**src/rtl/axil_bram_bridge.sv**
```systemverilog
// AXI4-Lite slave to single-port BRAM strobe bridge for the control/status register file.
// Optional macro AXIL_BRIDGE_WR_PROTECT_EN: writes at or above WR_ADDR_LIMIT get SLVERR, no strobe.
module axil_bram_bridge #(
   parameter int                    ADDR_WIDTH    = 12,
   parameter int                    RD_LATENCY    = 2,
   parameter logic [ADDR_WIDTH-1:0] WR_ADDR_LIMIT = 12'h800
) (
   input  logic                  user_clk,
   input  logic                  user_rst,
   input  logic [ADDR_WIDTH-1:0] s_axil_awaddr,
   input  logic                  s_axil_awvalid,
   output logic                  s_axil_awready,
   input  logic [31:0]           s_axil_wdata,
   input  logic [3:0]            s_axil_wstrb,
   input  logic                  s_axil_wvalid,
   output logic                  s_axil_wready,
   output logic [1:0]            s_axil_bresp,
   output logic                  s_axil_bvalid,
   input  logic                  s_axil_bready,
   input  logic [ADDR_WIDTH-1:0] s_axil_araddr,
   input  logic                  s_axil_arvalid,
   output logic                  s_axil_arready,
   output logic [31:0]           s_axil_rdata,
   output logic [1:0]            s_axil_rresp,
   output logic                  s_axil_rvalid,
   input  logic                  s_axil_rready,
   output logic                  bram_en_a,
   output logic [3:0]            bram_we_a,
   output logic [ADDR_WIDTH-1:0] bram_addr_a,
   output logic [31:0]           bram_wrdata_a,
   input  logic [31:0]           bram_rddata_a
);

   localparam int CNT_W = (RD_LATENCY > 1) ? $clog2(RD_LATENCY) : 1;

   typedef enum logic [2:0] {
      S_IDLE, S_WR_ISSUE, S_WR_RESP, S_RD_ISSUE, S_RD_WAIT, S_RD_RESP, S_GAP
   } state_t;

   state_t                r_state;
   logic                  r_aw_full;
   logic [ADDR_WIDTH-1:0] r_aw_addr;
   logic                  r_w_full;
   logic [31:0]           r_w_data;
   logic [3:0]            r_w_strb;
   logic                  r_ar_full;
   logic [ADDR_WIDTH-1:0] r_ar_addr;
   logic                  r_last_wr;
   logic [CNT_W-1:0]      r_cnt;

   logic w_aw_hs, w_w_hs, w_ar_hs;
   logic w_wr_elig, w_rd_elig, w_grant_wr;
   logic w_aw_full_nxt, w_w_full_nxt, w_ar_full_nxt;
   logic w_wr_prot, w_wr_strobe;

`ifdef AXIL_BRIDGE_WR_PROTECT_EN
   assign w_wr_prot = (r_aw_addr >= WR_ADDR_LIMIT);
`else
   assign w_wr_prot = 1'b0;
`endif

   always_comb begin
      w_aw_hs       = s_axil_awvalid && s_axil_awready;
      w_w_hs        = s_axil_wvalid  && s_axil_wready;
      w_ar_hs       = s_axil_arvalid && s_axil_arready;
      w_wr_elig     = r_aw_full && r_w_full;
      w_rd_elig     = r_ar_full;
      w_grant_wr    = w_wr_elig && (!w_rd_elig || !r_last_wr);
      w_wr_strobe   = (|r_w_strb) && !w_wr_prot;
      w_aw_full_nxt = (r_aw_full && (r_state != S_WR_ISSUE)) || w_aw_hs;
      w_w_full_nxt  = (r_w_full  && (r_state != S_WR_ISSUE)) || w_w_hs;
      w_ar_full_nxt = (r_ar_full && (r_state != S_RD_ISSUE)) || w_ar_hs;
   end

   always_ff @(posedge user_clk) begin
      if (user_rst) begin
         r_state        <= S_IDLE;
         r_aw_full      <= 1'b0;
         r_aw_addr      <= '0;
         r_w_full       <= 1'b0;
         r_w_data       <= '0;
         r_w_strb       <= '0;
         r_ar_full      <= 1'b0;
         r_ar_addr      <= '0;
         r_last_wr      <= 1'b0;
         r_cnt          <= '0;
         s_axil_awready <= 1'b0;
         s_axil_wready  <= 1'b0;
         s_axil_arready <= 1'b0;
         s_axil_bresp   <= 2'b00;
         s_axil_bvalid  <= 1'b0;
         s_axil_rdata   <= '0;
         s_axil_rresp   <= 2'b00;
         s_axil_rvalid  <= 1'b0;
         bram_en_a      <= 1'b0;
         bram_we_a      <= 4'h0;
         bram_addr_a    <= '0;
         bram_wrdata_a  <= '0;
      end else begin
         if (w_aw_hs) r_aw_addr <= s_axil_awaddr;
         if (w_w_hs) begin
            r_w_data <= s_axil_wdata;
            r_w_strb <= s_axil_wstrb;
         end
         if (w_ar_hs) r_ar_addr <= s_axil_araddr;
         r_aw_full      <= w_aw_full_nxt;
         r_w_full       <= w_w_full_nxt;
         r_ar_full      <= w_ar_full_nxt;
         s_axil_awready <= !w_aw_full_nxt;
         s_axil_wready  <= !w_w_full_nxt;
         s_axil_arready <= !w_ar_full_nxt;

         case (r_state)
            S_IDLE: begin
               // Only contested grants move the fairness flag.
               if (w_wr_elig && w_rd_elig) r_last_wr <= w_grant_wr;
               if (w_grant_wr) begin
                  r_state       <= S_WR_ISSUE;
                  bram_en_a     <= w_wr_strobe;
                  bram_we_a     <= w_wr_strobe ? 4'hF : 4'h0;
                  bram_addr_a   <= r_aw_addr;
                  bram_wrdata_a <= r_w_data;
               end else if (w_rd_elig) begin
                  r_state     <= S_RD_ISSUE;
                  bram_en_a   <= 1'b1;
                  bram_we_a   <= 4'h0;
                  bram_addr_a <= r_ar_addr;
               end
            end
            S_WR_ISSUE: begin
               bram_en_a     <= 1'b0;
               bram_we_a     <= 4'h0;
               s_axil_bvalid <= 1'b1;
               s_axil_bresp  <= w_wr_prot ? 2'b10 : 2'b00;
               r_state       <= S_WR_RESP;
            end
            S_WR_RESP: begin
               if (s_axil_bready) begin
                  s_axil_bvalid <= 1'b0;
                  r_state       <= S_GAP;
               end
            end
            S_RD_ISSUE: begin
               // Issue cycle already spent one of the RD_LATENCY cycles.
               bram_en_a <= 1'b0;
               r_cnt     <= CNT_W'(RD_LATENCY - 1);
               r_state   <= S_RD_WAIT;
            end
            S_RD_WAIT: begin
               if (r_cnt == '0) begin
                  s_axil_rdata  <= bram_rddata_a;
                  s_axil_rresp  <= 2'b00;
                  s_axil_rvalid <= 1'b1;
                  r_state       <= S_RD_RESP;
               end else begin
                  r_cnt <= r_cnt - CNT_W'(1);
               end
            end
            S_RD_RESP: begin
               if (s_axil_rready) begin
                  s_axil_rvalid <= 1'b0;
                  r_state       <= S_GAP;
               end
            end
            S_GAP:   r_state <= S_IDLE;
            default: r_state <= S_IDLE;
         endcase
      end
   end

endmodule
```
**config.mk**
```make
export PLATFORM = sky130hd
export DESIGN_NAME = axil_bram_bridge
export DESIGN_NICKNAME = d
export VERILOG_FILES = /design/src/rtl/axil_bram_bridge.sv
export SDC_FILE = /design/constraint.sdc
export NUM_CORES = 1
export LEC_CHECK = 0
export CORE_ASPECT_RATIO = 0.7
export CORE_MARGIN = 2
export CORE_UTILIZATION = 40
export CTS_CLUSTER_SIZE = 8
export DETAILED_ROUTE_END_ITERATION = 6
export MAX_ROUTING_LAYER = met4
export PLACE_DENSITY = 0.67
export SETUP_SLACK_MARGIN = 0.15
export SYNTH_ARGS = -nofsm -noshare
export SYNTH_HDL_FRONTEND = slang
export SYNTH_SLANG_ARGS = --single-unit
```
**constraint.sdc**
```tcl
create_clock -name user_clk -period 2.05 [get_ports user_clk]
set_input_delay 0.41 -clock user_clk [delete_from_list [all_inputs] [get_ports user_clk]]
set_output_delay 0.41 -clock user_clk [all_outputs]
set_load 0.01 [all_outputs]
```
==> results of run 1 <==
-- final timing paths --
| kind | start | endpoint | slack, ps | depth (start not counted) |
|---|---|---|---|---|
| worst max-delay path | s_axil_bvalid | s_axil_bvalid | 280 | 1 |
| worst min-delay path | r_w_strb[2] | r_w_strb[2] | 450 | 2 |
| worst max register to register | r_state[0] | bram_addr_a[8] | 320 | 4 |
| worst min register to register | r_w_strb[2] | r_w_strb[2] | 450 | 2 |
-- tightest hold or removal path: stages, from the launching register on --
cell and delay, ps:
dfxtp_1 300, nand2_1 50, a21oi_1 50
-- sequential cells by signal, summed over array words and instances (netlist names), 3 cells and up --
register,flops
r_w_strb,4
r_aw_addr,12
r_ar_addr,12
s_axil_rdata,32
r_w_data,32
bram_addr_a,12
r_state,3
bram_wrdata_a,32
-- layout by cell type (no fill, tap or decap), types with 13 or more instances in the layout --
cell / Yosys / routed
buf_4: 7 / 22
clkdlybuf4s50_1: 0 / 182
nand4_1: 34 / 34
o31ai_1: 32 / 32
a21oi_1: 146 / 146
nand2_1: 192 / 192
o21ai_0: 16 / 16
dfxtp_1: 151 / 150
clkbuf_16: 0 / 17
nand3_1: 13 / 13
-- area by class of cell --
cell class | instances | area, um2 | share of cell area
clock buffer | 20 | 466.7 | 0.05493
inverter | 2 | 7.507 | 0.0008835
tap | 195 | 244.0 | 0.02871
multi-input combinational | 496 | 2530 | 0.2977
sequential | 151 | 3024 | 0.3559
antenna | 2 | 5.005 | 0.0005890
timing repair buffer | 210 | 2096 | 0.2466
clock inverter | 11 | 123.9 | 0.01458
-- power groups by stage --
stage               Clock [mW]  Sequential [mW]  Combinational [mW]
floorplan                    0             3.34               0.958
global placement             0             3.35                1.66
detailed placement           0             3.36                1.71
CTS                       3.11             3.30                1.71
global route              3.24             3.32                1.87
finish                    3.07             3.30                1.71
-- logic make-up (layout without fill, tap and decap cells) --
kind of cell	count (synthesis)	count (layout)	share of synthesized area
other	1	6	0.0006358
AO/OA/AOI/OAI	218	218	0.2134
flip-flops	151	151	0.5125
AND/OR/NAND/NOR	272	272	0.2073
buffers and inverters	81	243	0.06237
adder cells (fa/ha/maj)	1	1	0.002121
multiplexers	1	1	0.001697
-- through the flow --
stage / instance area, um2 / utilization / instances / setup WS, ps
2_1_floorplan: 5909 / - / 728 / 553.9
3_3_place_gp: 7901 / 0.5436 / 1054 / 390.5
3_5_place_dp: 7901 / 0.5436 / 1054 / 308.5
4_1_cts: 8491 / 0.5841 / 1085 / 193.9
5_1_grt: 8497 / 0.5845 / 1087 / 179.1
6_report: 8497 / 0.5845 / 1087 / 281.6
-- timing repair --
action	CTS	global route
endpoints found under the setup margin	1	1
cloned	0	0
gates resized for setup	1	1
-- per-layer routing --
layer,GRT usage,share of wire,vias to the layer above
met5,-,0,-
met4,0.04898,0.0051,0
met3,0.05714,0.088,10
met2,0.3190,0.45,218
met1,0.2830,0.46,2592
li1,-,-,2821
==> qor.csv, run 1 <==
metric,value,unit
wl,16.21,mm
num_io_pins,189,
avgSynthCellArea,8.135,um2
routabilityCongestion,0.8426,
die_w,149.1,um
cp.required,1640,ps
vias,5641,
leakage,2.849,nW
synth_ff_type,dfxtp_1,
synthTopCellsByArea,"dfxtp_1, a21oi_1, nand2_1",
seq_area_frac_synth,0.5125,
crit_path_start_kind,flip-flop,
yosysMostFrequentCell,nand2_1,
overflow,0,
track_usage,0.2110,
worst_pin_slew,535.7,ps
crit_buf_inv,1,
die_h,105.6,um
drcViolationCount,0,
post_drt_wl_per_cell,14.91,um
async_flop_share,0,
slew_violations,0,
cts_sinks,151,
internal_power,5.784,mW
sw_frac_of_total,0.2841,
crit_arrival,1360,ps
yosysTopAreaCell,dfxtp_1,
fmax,0.5655,GHz
clk_pin_slew,60,ps
synth_cell_types,42,
cts_buffers,17,
num_rows,37,
start_util,0.4057,
crit_chain,clkdlybuf4s50_1,
nets,978,
port_buffers,184,
fin_tns_setup,0,ps
finalClockSkew,11.94,ps
cp-end-kind,primary output,
fp.coreArea,0.01454,mm2
cap_violations,0,
post-route-period-util,0.8626,
p_comb_frac,0.212,
clkPwrFrac,0.379,
power_frac_seq,0.408,
synth_commonest_cells,"nand2_1, dfxtp_1, a21oi_1",
yosys_warnings,0,
clock_latency,420,ps
finalCriticalPeriod,1768,ps
layout-drive-gt1-share,0.07416,
status,finished clean,
synthCells,725,
hp-class,flip-flop to flip-flop,
drt-initial-drc-count,343,
maxSlewHeadroom,0.6420,
htreeDepth,4,
power,8.080,mW
synth-edff-count,0,
cts_hold_buf,0,
synth_top_area_share,0.5125,
grt_start_max_net_pins,53,
place.detailed.hpwl,11.33,mm
worst_hold_slack,452.2,ps
slowest_delay,590,ps
dr.pass1.iters,5,
power.switching,2.296,mW
cpLargestDelayFamily,buffers and inverters,
first_global_vias,5361,
grt_pass1_wl,25.90,mm
cts_root_buf,clkbuf_16,
setup_viol,0,
cts_setup_buffers,0,
vdd_drop_max,0.0006194,V
rsz0062_at_grt,false,
dieArea,0.01575,mm2
crit_path_top_delay_cell,clkdlybuf4s50_1,
ys_ff_latch,151,
crit_type,flip-flop to primary output,
p_per_area,951.0,mW/mm2
antenna_found_initial,2,
hold_viol,0,
cts_tree,done,
area_growth,44.06,%
ant_nets,0,
cp_max_fo,3,
cts_max_path_buffers,2,
nFillCells,1278,
vias_per_cell,5.190,
netlist_area,0.005898,mm2
No activity file was read; power rests on OpenSTA's default activity.
==> run 2: changes to the inputs <==
Settings changed: GPL_TIMING_DRIVEN set to 1, PLACE_DENSITY 0.67 to 0.7, SKIP_LAST_GASP set to 1.
Clock period 2.05 ns to 1.52 ns, I/O delays scaled along.
==> qor.csv, run 2 (same netlist as run 1, synthesis figures left out) <==
metric,value,unit
status,finished clean,
cpLargestDelayFamily,simple AND/OR/NAND/NOR gates,
cts_max_path_buffers,2,
drcViolationCount,0,
first_global_vias,5421,
nets,999,
placed_cells,1069,
cts_root_buf,clkbuf_16,
dr.pass1.iters,5,
leakage,3.274,nW
wl,17.63,mm
setup_viol,0,
vias_per_cell,5.233,
layout-drive-gt1-share,0.1482,
crit_buf_inv,1,
finalCriticalPeriod,1463,ps
routabilityCongestion,0.7980,
grt_start_max_net_pins,61,
place.detailed.hpwl,11.27,mm
hold_viol,0,
fmax,0.6837,GHz
finalClockSkew,12.21,ps
htreeDepth,4,
diodes,0,
cts_buffers,17,
fin_tns_setup,0,ps
cts_tree,done,
cts_hold_buf,0,
clock_latency,410,ps
cp.required,1810,ps
port_buffers,184,
antenna_found_initial,0,
dieArea,0.01575,mm2
ant_nets,0,
crit_type,flip-flop to flip-flop,
clk_pin_slew,60,ps
overflow,0,
cp-end-kind,flip-flop,
slowest_delay,460,ps
reg_top3,"bram_wrdata_a: 32 flops, r_w_data: 32 flops, s_axil_rdata: 32 flops",
cap_violations,0,
post_drt_wl_per_cell,15.94,um
track_usage,0.2216,
grt_pass1_wl,27.20,mm
vias,5788,
fp.coreArea,0.01454,mm2
power,11.62,mW
final_common_cell,nand2_1,
final_cell_mix,"nand2_1, a21oi_1, dfxtp_1",
start_util,0.4057,
stdcell_count,1106,
die_h,105.6,um
layout_setup_ws,57.35,ps
pre_cts_slack,26.48,ps
hp-class,input port to flip-flop,
num_io_pins,189,
drt-initial-drc-count,386,
crit_path_top_delay_cell,or3_4,
rsz0062_at_grt,true,
die_w,149.1,um
slew_violations,0,
cp_max_fo,21,
post-route-period-util,0.9623,
cts_sinks,151,
crit_arrival,1750,ps
num_rows,37,
crit_path_start_kind,flip-flop,
area_growth,50.19,%
vdd_drop_max,0.0009398,V
p_per_area,1312,mW/mm2
crit_chain,"or3_4, buf_12, o31ai_1, a21oi_1",
-- run 2: changes by cell type in the layout (fill, tap and decap cells not counted), moves of 11 or more --
cell | previous run | this run
clkbuf_2 | 0 | 17
dlygate4sd2_1 | 1 | 40
clkdlybuf4s50_1 | 182 | 97
o31ai_2 | 0 | 16
o31ai_1 | 32 | 15
clkdlybuf4s15_1 | 0 | 27
buf_12 | 5 | 16
-- run 2: worst reg2reg max path, delay by kind of cell, from the launching register on --
| family | cells | cell delay, ps |
|---|---|---|
| compound gates | 2 | 340 |
| simple gates | 1 | 460 |
| buf+inv | 1 | 190 |
| flops | 1 | 350 |
-- run 2: per-stage QoR --
step | hold WS, ps | area, um2 | utilization
floorplan | 430.8 | 5971 | -
CTS | 325.3 | 8677 | 0.5969
finish | 345.5 | 8859 | 0.6094
global placement | 439.3 | 8144 | 0.5603
global route | 350.1 | 8859 | 0.6094
detailed placement | 442.9 | 8144 | 0.5603
-- run 2: final timing paths --
check                   startpoint                end  cells past startpoint  slack, ps
setup / recovery        r_state[2]  bram_wrdata_a[27]                      4         60
hold reg to reg   s_axil_rdata[27]   s_axil_rdata[27]                      2        450
hold / removal            user_rst  bram_wrdata_a[17]                      2        350
setup reg to reg        r_state[2]  bram_wrdata_a[27]                      4         60
-- run 2: what timing repair did --
item                                    CTS  global route
endpoints found under the setup margin  151           123
pin swaps                                 0             7
setup buffers                             1             2
gates resized for setup                 110            84
gates cloned                              0             3
hold endpoints to repair                  0             0
-- run 2: cell type report --
class,count,area [um2]
inverter,2,7.507
multi-input combinational,496,2670
timing repair buffer,231,2313
fill,1297,5678
clock buffer,20,436.7
sequential,151,3037
tap,195,244.0
clock inverter,11,150.1
-- run 2: metal layers --
metal / vias up / wire length (um) / GRT usage
met3: 14 / 1273 / 0.05931
met1: 2720 / 8183 / 0.3042
met4: 0 / 147 / 0.05578
li1: 2868 / - / -
met2: 186 / 8025 / 0.3249
met5: - / 0 / -
-- run 2: report_power, final --
part           internal, mW  switching [mW]
combinational          1.38            1.62
clock                  2.58            1.64
sequential             4.23           0.176
